**config.mk**
```make
export PLATFORM = sky130hd
export DESIGN_NAME = led_row_sequencer
export DESIGN_NICKNAME = d
export VERILOG_FILES = /design/src/rtl/led_counter_pkg.sv /design/src/rtl/pipe_delay.sv /design/src/rtl/led_row_sequencer.sv
export SDC_FILE = /design/constraint.sdc
export NUM_CORES = 1
export LEC_CHECK = 0
export CORE_AREA = 2 2 67 69
export DETAILED_ROUTE_END_ITERATION = 6
export DIE_AREA = 0 0 69 71
export PLACE_DENSITY = 0.84
export SLEW_MARGIN = 10
export SYNTH_ARGS = -nofsm -noshare
export SYNTH_HDL_FRONTEND = slang
export SYNTH_SLANG_ARGS = --single-unit
export TNS_END_PERCENT = 10
```
**constraint.sdc**
```tcl
create_clock -name i_clk -period 2.4 [get_ports i_clk]
set_input_delay 0.48 -clock i_clk [delete_from_list [all_inputs] [get_ports i_clk]]
set_output_delay 0.48 -clock i_clk [all_outputs]
set_load 0.05 [all_outputs]
```
**src/rtl/led_counter_pkg.sv**
```systemverilog
// Shared constants and FSM encoding for the LED row sequencer of the led_counter design.
package led_counter_pkg;

    localparam int N_LEDS  = 13;
    localparam int X0      = 32;
    localparam int Y0      = 96;
    localparam int SPR_W   = 32;
    localparam int SPR_H   = 32;

    localparam int R_W     = 5;
    localparam int G_W     = 6;
    localparam int B_W     = 5;
    localparam int RGB_W   = R_W + G_W + B_W;

    localparam int COORD_W = 9;
    localparam int ADDR_W  = 10;

    typedef enum logic [1:0] {
        S_IDLE = 2'd0,
        S_ROW  = 2'd1,
        S_SCAN = 2'd2
    } row_state_t;

endpackage

```
**src/rtl/pipe_delay.sv**
```systemverilog
// Fixed-depth shift register with synchronous reset; aligns side-band bits with ROM latency.
module pipe_delay #(
    parameter int W     = 1,
    parameter int DEPTH = 1
) (
    input  logic         clk,
    input  logic         rst,
    input  logic [W-1:0] d,
    output logic [W-1:0] q
);

    logic [DEPTH-1:0][W-1:0] stage;

    // Shift d through DEPTH stages, clearing every stage on reset.
    always_ff @(posedge clk) begin
        if (rst) begin
            stage <= '0;
        end else begin
            stage[0] <= d;
            for (int i = 1; i < DEPTH; i++) begin
                stage[i] <= stage[i-1];
            end
        end
    end

    assign q = stage[DEPTH-1];

endmodule

```
**src/rtl/led_row_sequencer.sv**
```systemverilog
// Scans a row of LED sprite slots: ROM addressing, slot tracking, on/off sprite select, latency alignment.
module led_row_sequencer #(
    parameter int N_LEDS  = led_counter_pkg::N_LEDS,
    parameter int X0      = led_counter_pkg::X0,
    parameter int Y0      = led_counter_pkg::Y0,
    parameter int ROM_LAT = 1
) (
    input  logic              i_clk,
    input  logic              i_rst,
    input  logic [8:0]        i_x,
    input  logic [8:0]        i_y,
    input  logic              i_de,
    input  logic              i_frame_start,
    input  logic [N_LEDS-1:0] i_status,
    input  logic              i_lamp_test,
    output logic [9:0]        o_rom_addr,
    input  logic [15:0]       i_rom_on,
    input  logic [15:0]       i_rom_off,
    output logic              o_de,
    output logic [4:0]        o_r,
    output logic [5:0]        o_g,
    output logic [4:0]        o_b
);

    import led_counter_pkg::*;

    localparam int SLOT_W = (N_LEDS > 1) ? $clog2(N_LEDS) : 1;
    // One extra bit so the exclusive end bounds never wrap.
    localparam logic [9:0] X0_C   = 10'(X0);
    localparam logic [9:0] XEND_C = 10'(X0 + SPR_W * N_LEDS);
    localparam logic [9:0] Y0_C   = 10'(Y0);
    localparam logic [9:0] YEND_C = 10'(Y0 + SPR_H);

    row_state_t        state;
    logic [SLOT_W-1:0] slot;
    logic [N_LEDS-1:0] shadow;

    logic in_band, in_cols, at_x0, at_last;
    logic scan_now, lit_now;
    logic de_d, win_d, lit_d;
    logic [15:0] pix_sel;

    // Sprite-local address; x0/y0 sit on 32-pixel boundaries so the low bits index the sprite directly.
    assign o_rom_addr = {i_y[4:0], i_x[4:0]};

    assign in_band = ({1'b0, i_y} >= Y0_C) && ({1'b0, i_y} < YEND_C);
    assign in_cols = ({1'b0, i_x} >= X0_C) && ({1'b0, i_x} < XEND_C);
    assign at_x0   = ({1'b0, i_x} == X0_C);
    assign at_last = ({1'b0, i_x} == XEND_C - 10'd1);

    // A pixel is drawn only while a properly started scan is running; after a DE gap or a
    // mid-line reset the line stays black because the slot count can no longer be trusted.
    assign scan_now = in_band && in_cols && i_de &&
                      ((state == S_SCAN) || ((state == S_ROW) && at_x0));
    assign lit_now  = shadow[slot];

    // Row FSM and slot counter; slot restarts at 0 on every return to S_ROW.
    always_ff @(posedge i_clk) begin
        if (i_rst) begin
            state <= S_IDLE;
            slot  <= '0;
        end else begin
            case (state)
                S_IDLE: begin
                    slot <= '0;
                    if (in_band) state <= S_ROW;
                end
                S_ROW: begin
                    slot <= '0;
                    if (!in_band)          state <= S_IDLE;
                    else if (at_x0 && i_de) state <= S_SCAN;
                end
                S_SCAN: begin
                    if (!in_band) begin
                        state <= S_IDLE;
                        slot  <= '0;
                    end else if (at_last || !i_de) begin
                        state <= S_ROW;
                        slot  <= '0;
                    end else if (i_x[4:0] == 5'd31) begin
                        slot <= slot + SLOT_W'(1);
                    end
                end
                default: begin
                    state <= S_IDLE;
                    slot  <= '0;
                end
            endcase
        end
    end

    // Frame-stable copy of the LED status so a mid-frame change cannot tear the row.
    always_ff @(posedge i_clk) begin
        if (i_rst)              shadow <= '0;
        else if (i_frame_start) shadow <= i_status;
    end

    pipe_delay #(
        .W     (3),
        .DEPTH (ROM_LAT)
    ) u_align (
        .clk (i_clk),
        .rst (i_rst),
        .d   ({i_de, scan_now, lit_now}),
        .q   ({de_d, win_d, lit_d})
    );

    // Sprite select; lamp test is live rather than shadowed.
    always_comb begin
        pix_sel = i_rom_off;
        if (i_lamp_test || lit_d) pix_sel = i_rom_on;
    end

    // Registered colour and DE outputs, black outside the scanned window.
    always_ff @(posedge i_clk) begin
        if (i_rst) begin
            o_de <= 1'b0;
            o_r  <= '0;
            o_g  <= '0;
            o_b  <= '0;
        end else begin
            o_de <= de_d;
            if (win_d) begin
                o_r <= pix_sel[15:11];
                o_g <= pix_sel[10:5];
                o_b <= pix_sel[4:0];
            end else begin
                o_r <= '0;
                o_g <= '0;
                o_b <= '0;
            end
        end
    end

endmodule

```
Word level (Yosys, flattened, before mapping)
Cells that the tools add are included.
{"block": "totals", "reg_bits": 39, "inputBits": 68, "output_inout_bits": 27, "wordCells": 49}
{"block": "op_classes", "bitwise": 3, "n_reduce_logical": 15, "n_addsub": 1, "mux": 9, "n_eq_ne": 8, "order_cmp": 5}
{"operator": "16-bit 2-to-1 mux", "count": 1}
{"operator": "2-bit 2-to-1 mux", "count": 5}
{"operator": "9-bit by 6-bit == test with 1-bit output, second input constant", "count": 1}
{"operator": "9-bit == test, second input constant", "count": 1}
{"operator": "9-bit by 6-bit greater-or-equal comparator with 1-bit output, second input constant", "count": 1}
{"operator": "9-bit by 7-bit greater-or-equal comparator with 1-bit output, second input constant", "count": 1}
{"operator": "9-bit by 8-bit < comparator with 1-bit output, second input constant", "count": 1}
{"operator": "9-bit < comparator, second input constant", "count": 1}
{"operator": "1-bit logical AND", "count": 7}
{"operator": "3-bit by 2-bit inequality test with 1-bit output, second input constant", "count": 2}
{"operator": "2-bit one-hot mux with 3 select lines", "count": 1}
{"operator": "5-bit == test, second input constant", "count": 1}
{"operator": "4-bit by 5-bit < comparator with 1-bit output, second input constant", "count": 1}
{"operator": "4-bit by 1-bit adder with 4-bit output, second input constant", "count": 1}
{"operator": "1-bit binary-select mux with 4-bit select", "count": 1}
{"operator": "4-bit OR reduction", "count": 1}
{"operator": "1-bit logical OR", "count": 3}
{"operator": "1-bit NOT", "count": 3}
{"operator": "3-bit AND reduction", "count": 1}
{"operator": "2-bit by 1-bit == test with 1-bit output, second input constant", "count": 1}
{"operator": "2-bit == test, second input constant", "count": 1}
{"operator": "2-bit zero test", "count": 1}
{"operator": "2-bit inequality test, second input constant", "count": 1}
{"operator": "2-bit OR reduction", "count": 1}
{"operator": "other kinds (2)", "count": 2}

Logic depth before layout (Yosys ltp)
{"block": "depth", "word_depth": 5, "depth_mapped": 5}

Modules after synthesis
Synthesis repeated with hierarchy kept, for this count alone.
{"block": "unflattened", "hier_cells": 187, "hier_area_um2": 1694.1}
{"mod": "led_row_sequencer", "seq_area_each_um2": 720.7, "n_inst": 1, "cells_each": 181, "area_per_inst_um2": 1615.3}
{"mod": "pipe_delay", "seq_area_each_um2": 60.1, "n_inst": 1, "cells_each": 6, "area_per_inst_um2": 78.8}

Least setup slack after synthesis
No wires, ideal clock.
{"block": "synth_path", "kind": "input to register", "startpoint": "input i_x[2]", "endpoint": "register u_align.stage (netlist bit u_align.q[1])", "path_slack_ps": 890, "arrival_time_ps": 1411, "setup_ps": 100, "path_stages": 4, "path_buffers": 0, "cell_sequence": "nor4b_2 > nand4_1 > or2_4 > a2111oi_4"}
{"block": "synth_between", "elab_chain_len": 5, "word_cells_on_any_way": 9, "classes_between": "2 x order compare; 1 x eq/ne; 6 x reduce/logical"}
{"element": "start, declared", "line_no": "led_row_sequencer.sv:10", "text": "input logic [8:0] i_x,"}
{"element": "9-bit by 6-bit greater-or-equal comparator with 1-bit output or 9-bit < comparator (tied branches)", "line_no": "led_row_sequencer.sv:47", "text": "assign in_cols = ({1'b0, i_x} >= X0_C) && ({1'b0, i_x} < XEND_C);"}
{"element": "1-bit logical AND", "line_no": "led_row_sequencer.sv:47"}
{"element": "1-bit logical AND (2 in series)", "line_no": "led_row_sequencer.sv:53", "text": "assign scan_now = in_band && in_cols && i_de &&"}
{"element": "1-bit logical AND *", "line_no": "led_row_sequencer.sv:53"}
{"element": "end signal, assigned by index", "line_no": "pipe_delay.sv:21", "text": "stage[i] <= stage[i-1];"}
{"element": "end, declared", "line_no": "pipe_delay.sv:12", "text": "logic [DEPTH-1:0][W-1:0] stage;"}
Mark *: on every way between the ends. The rest lies on a longest branch, timed or not.
A chain may end at the register's enable or synchronous reset.

Final worst setup path
{"block": "layout_path", "startpoint": "register o_r[4]", "endpoint": "output o_r[4]"}
{"element": "start, declared", "line_no": "led_row_sequencer.sv:20", "text": "output logic [4:0] o_r,"}
{"element": "start signal, assigned", "line_no": "led_row_sequencer.sv:124", "text": "o_r <= pix_sel[15:11];"}
No word-level cell between the ends.

==> flow_metrics.py <==
metrics = {
    "synthesis": {
        "ys.flop_type": "sky130_fd_sc_hd__dfxtp_1",
        "synth.cells.most_frequent": "sky130_fd_sc_hd__dfxtp_1, sky130_fd_sc_hd__nand2_1, sky130_fd_sc_hd__a21oi_1",
        "postSynthNetCount": 254,
        "synth_seq_cells": 39,
        "synth_largest_area_cell": "sky130_fd_sc_hd__dfxtp_1",
        "synthDominantCellAreaShare_pct": 46.8,
        "synth_top_cells_by_area": "sky130_fd_sc_hd__dfxtp_1, sky130_fd_sc_hd__nand2_1, sky130_fd_sc_hd__mux2i_1, sky130_fd_sc_hd__a21oi_1, sky130_fd_sc_hd__buf_4",
        "synth-edff-count": 0,
        "synthDistinctLibCells": 34,
        "seq_area_frac_synth_pct": 46.8,
        "async_flop_share_pct": 0,
        "syn_inst": 185,
        "mappedNetlistArea_um2": 1670,
        "avgSynthCellArea_um2": 9.02,
        "yosysWarningCount": 0,
    },
    "setup_path": {
        "end_kind": "primary output",
        "worst_setup_path_startpoint": "o_r[4]",
        "critPathKind": "register to primary output",
        "slowest_delay_ns": 0.82,
        "cp_data_arrival_time_ns": 1.42,
        "crit_path_cell_trace": "clkdlybuf4s50_1",
        "path_max_fanout": 1,
        "crit_required_ns": 1.92,
        "worstReg2RegEnd": "u_align.q[0]",
        "worst-r2r-cell-count": 4,
        "startpoint_type": "register",
        "path_delay_family": "buffers and inverters",
        "worst_r2r_startpoint": "slot[1]",
        "worst-path-buf-inv": 1,
        "slowest_cp_cell": "sky130_fd_sc_hd__clkdlybuf4s50_1",
        "reg2reg_setup_slack_ns": 0.81,
    },
    "layout": {
        "syn2layout_area_growth_pct": 56.7,
        "layout.nets": 330,
        "diodes": 0,
        "share_of_cells_above_drive_strength_1_pct": 10.3,
        "postLayoutCoreUtil_pct": 62.2,
    },
    "power": {
        "report.power.total_mw": 1.31,
        "power.share.sequential_pct": 51.2,
        "power.switching_fraction_pct": 23.2,
        "switching_power_mw": 0.304,
        "pwr-share-comb_pct": 16.8,
        "clkPwrFrac_pct": 32.0,
        "power.density_cell_area_nw_per_um2": 499,
        "internal-power_mw": 1.00,
        "worst_ir_drop_vdd_mv": 0.198,
        "power.static_leakage_nw": 1.03,
    },
    "die": {
        "die-height_um": 71,
        "start_util_pct": 39.7,
        "coreArea_um2": 4200,
        "die_w_um": 69,
        "ios": 95,
        "floorplan.die_area_um2": 4900,
        "placementRows": 24,
    },
    "sta": {
        "max_freq_ghz": 0.526,
        "tightestPinTransition_ns": 0.526,
        "minimum_clock_period_ns": 1.90,
        "drv_slew": 0,
        "timing.final.hold_violations": 0,
        "post-route-period-util_pct": 79.3,
        "rsz0062_at_grt": "no",
        "max_slew_margin_pct": 64.9,
        "final-setup-viol-count": 0,
        "setup-tns-final_ns": 0,
        "clock_skew_ns": 0.00498,
    },
    "drt": {
        "routed_wirelength_um": 3960,
        "via_count": 1486,
        "drc": 0,
        "drtAntennaViolNets": 0,
        "drt-wirelength-per-cell_um": 12.6,
        "viasPerCell": 4.73,
        "detailedRoute.firstPassIterationCount": 4,
        "initial_detailed_routing_violation_count": 51,
    },
    "clock_network": {
        "worst_skew_pair.late_latency_ns": 0.29,
        "cts.path.max_buffers": 2,
        "ctsResizeCount": 0,
        "clockRootBuffer": "sky130_fd_sc_hd__clkbuf_8",
        "post-cts-setup-buffers": 0,
        "clock_edge_transition_at_the_registers_on_the_reported_setup_and_hold_paths_ns": 0.07,
        "tritoncts_clock_tree": "built",
        "cts-htree-levels": 2,
        "cts_hold_repair.buffers": 0,
        "clock_sink_count": 39,
        "cts_inserted_buffers": 5,
    },
    "min_path": {
        "min_path_cells": 1,
        "timing.hold.worst.start": "u_align.q[2]",
        "timing.hold.worst_endpoint": "o_de",
        "timing.hold.worst.class": "register to register",
    },
    "global_route": {
        "grt_usage_pct": 17.0,
        "number_of_antenna_violations_at_the_first_check_in_global_routing": 0,
        "first_global_vias": 1507,
        "grt_first_pass_wirelength_um": 6760,
        "grt_max_degree": 18,
        "grt_overflow_total": 0,
    },
    "place": {
        "buffer_ports.inserted": 84,
        "hpwl_um": 3070,
        "gp_congestion": 0.801,
    },
    "run_status": {
        "run_status": "complete, no violations",
    },
    "run": {
        "maxCapViolCount": 0,
    },
}
==> flip-flops by register name (all words and copies together), names as in the netlist <==
name	flops
u_align.q	3
shadow	13
slot	4
o_r	5
o_g	6
o_b	5
o_de	1
state	2
==> worst reg2reg max path, stage by stage (launching register included) <==
cell and delay, ns:
sky130_fd_sc_hd__dfxtp_1 0.49, sky130_fd_sc_hd__mux4_2 0.54, sky130_fd_sc_hd__nor2b_1 0.14, sky130_fd_sc_hd__a211oi_1 0.21, sky130_fd_sc_hd__a311oi_1 0.07
==> how the worst max path moves through the flow <==
stage / slack [ns] / endpoint / depth (start not counted)
floorplan: 0.89 / u_align.q[1] / 4
global placement: 0.33 / u_align.q[1] / 5
detailed placement: 0.25 / u_align.q[1] / 5
CTS: 0.47 / o_r[4] / 1
global route: 0.44 / u_align.q[1] / 5
finish: 0.50 / o_r[4] / 1
==> through the flow <==
step | hold WS [ns] | cell area, um^2 | setup slack [ns] | instances
final | 0.443 | 2620 | 0.497 | 314
after global routing | 0.476 | 2620 | 0.444 | 314
after CTS | 0.450 | 2620 | 0.474 | 314
after detailed placement | 0.431 | 2530 | 0.250 | 306
after global placement | 0.420 | 2530 | 0.327 | 306
after floorplan | 0.414 | 1670 | 0.890 | 185
==> final cells by class <==
cell class / instances / area [um^2]
fillers: 375 / 1590
repair buffers: 89 / 916
flip-flops and latches: 39 / 781
multi-input cells: 126 / 773
clock buffers: 7 / 76.3
well taps: 52 / 65.1
clock inverters: 1 / 5.00
==> layer usage <==
layer / track usage [%] / vias to the layer above / wire length [um]
met1: 21.1 / 657 / 1710
li1: - / 770 / -
met2: 28.2 / 51 / 1950
met5: 0 / - / 0
met3: 3.56 / 8 / 236
met4: 8.28 / 0 / 58
==> cell usage in the layout (no fill, tap or decap), types with 2 or more instances in the layout <==
cell                              netlist  final
sky130_fd_sc_hd__nor2b_1                3      3
sky130_fd_sc_hd__nand2_1               39     39
sky130_fd_sc_hd__mux2i_1               13     13
sky130_fd_sc_hd__a21oi_1               20     20
sky130_fd_sc_hd__mux2_2                 2      2
sky130_fd_sc_hd__and3_1                 2      2
sky130_fd_sc_hd__nand2b_1               2      2
sky130_fd_sc_hd__dfxtp_1               39     39
sky130_fd_sc_hd__clkbuf_8               0      5
sky130_fd_sc_hd__buf_4                 10      6
sky130_fd_sc_hd__nor2_1                18     18
sky130_fd_sc_hd__clkbuf_1               7      2
sky130_fd_sc_hd__nand3_1                4      4
sky130_fd_sc_hd__buf_12                 0      4
sky130_fd_sc_hd__xor2_1                 3      3
sky130_fd_sc_hd__clkdlybuf4s50_1        0     79
sky130_fd_sc_hd__mux4_2                 2      2
==> logic make-up after synthesis <==
group                      after synthesis  share of synthesized area [%]
AOI/OAI and AO/OA                       26                           9.82
xor gates and xnor gates                 3                           1.57
adders and majority gates                1                          0.750
buffers and inverters                   20                           6.90
DFF                                     39                           46.8
muxes                                   17                           11.8
and+or+nand+nor                         79                           22.3
==> power groups by stage <==
stage | combinational, mW | sequential [mW] | clock [mW]
detailed placement | 0.220 | 0.684 | 0
global placement | 0.218 | 0.683 | 0
finish | 0.219 | 0.669 | 0.418
global route | 0.240 | 0.670 | 0.453
floorplan | 0.109 | 0.684 | 0
CTS | 0.222 | 0.669 | 0.430
Note: power is estimated with default switching activity, not from simulation.
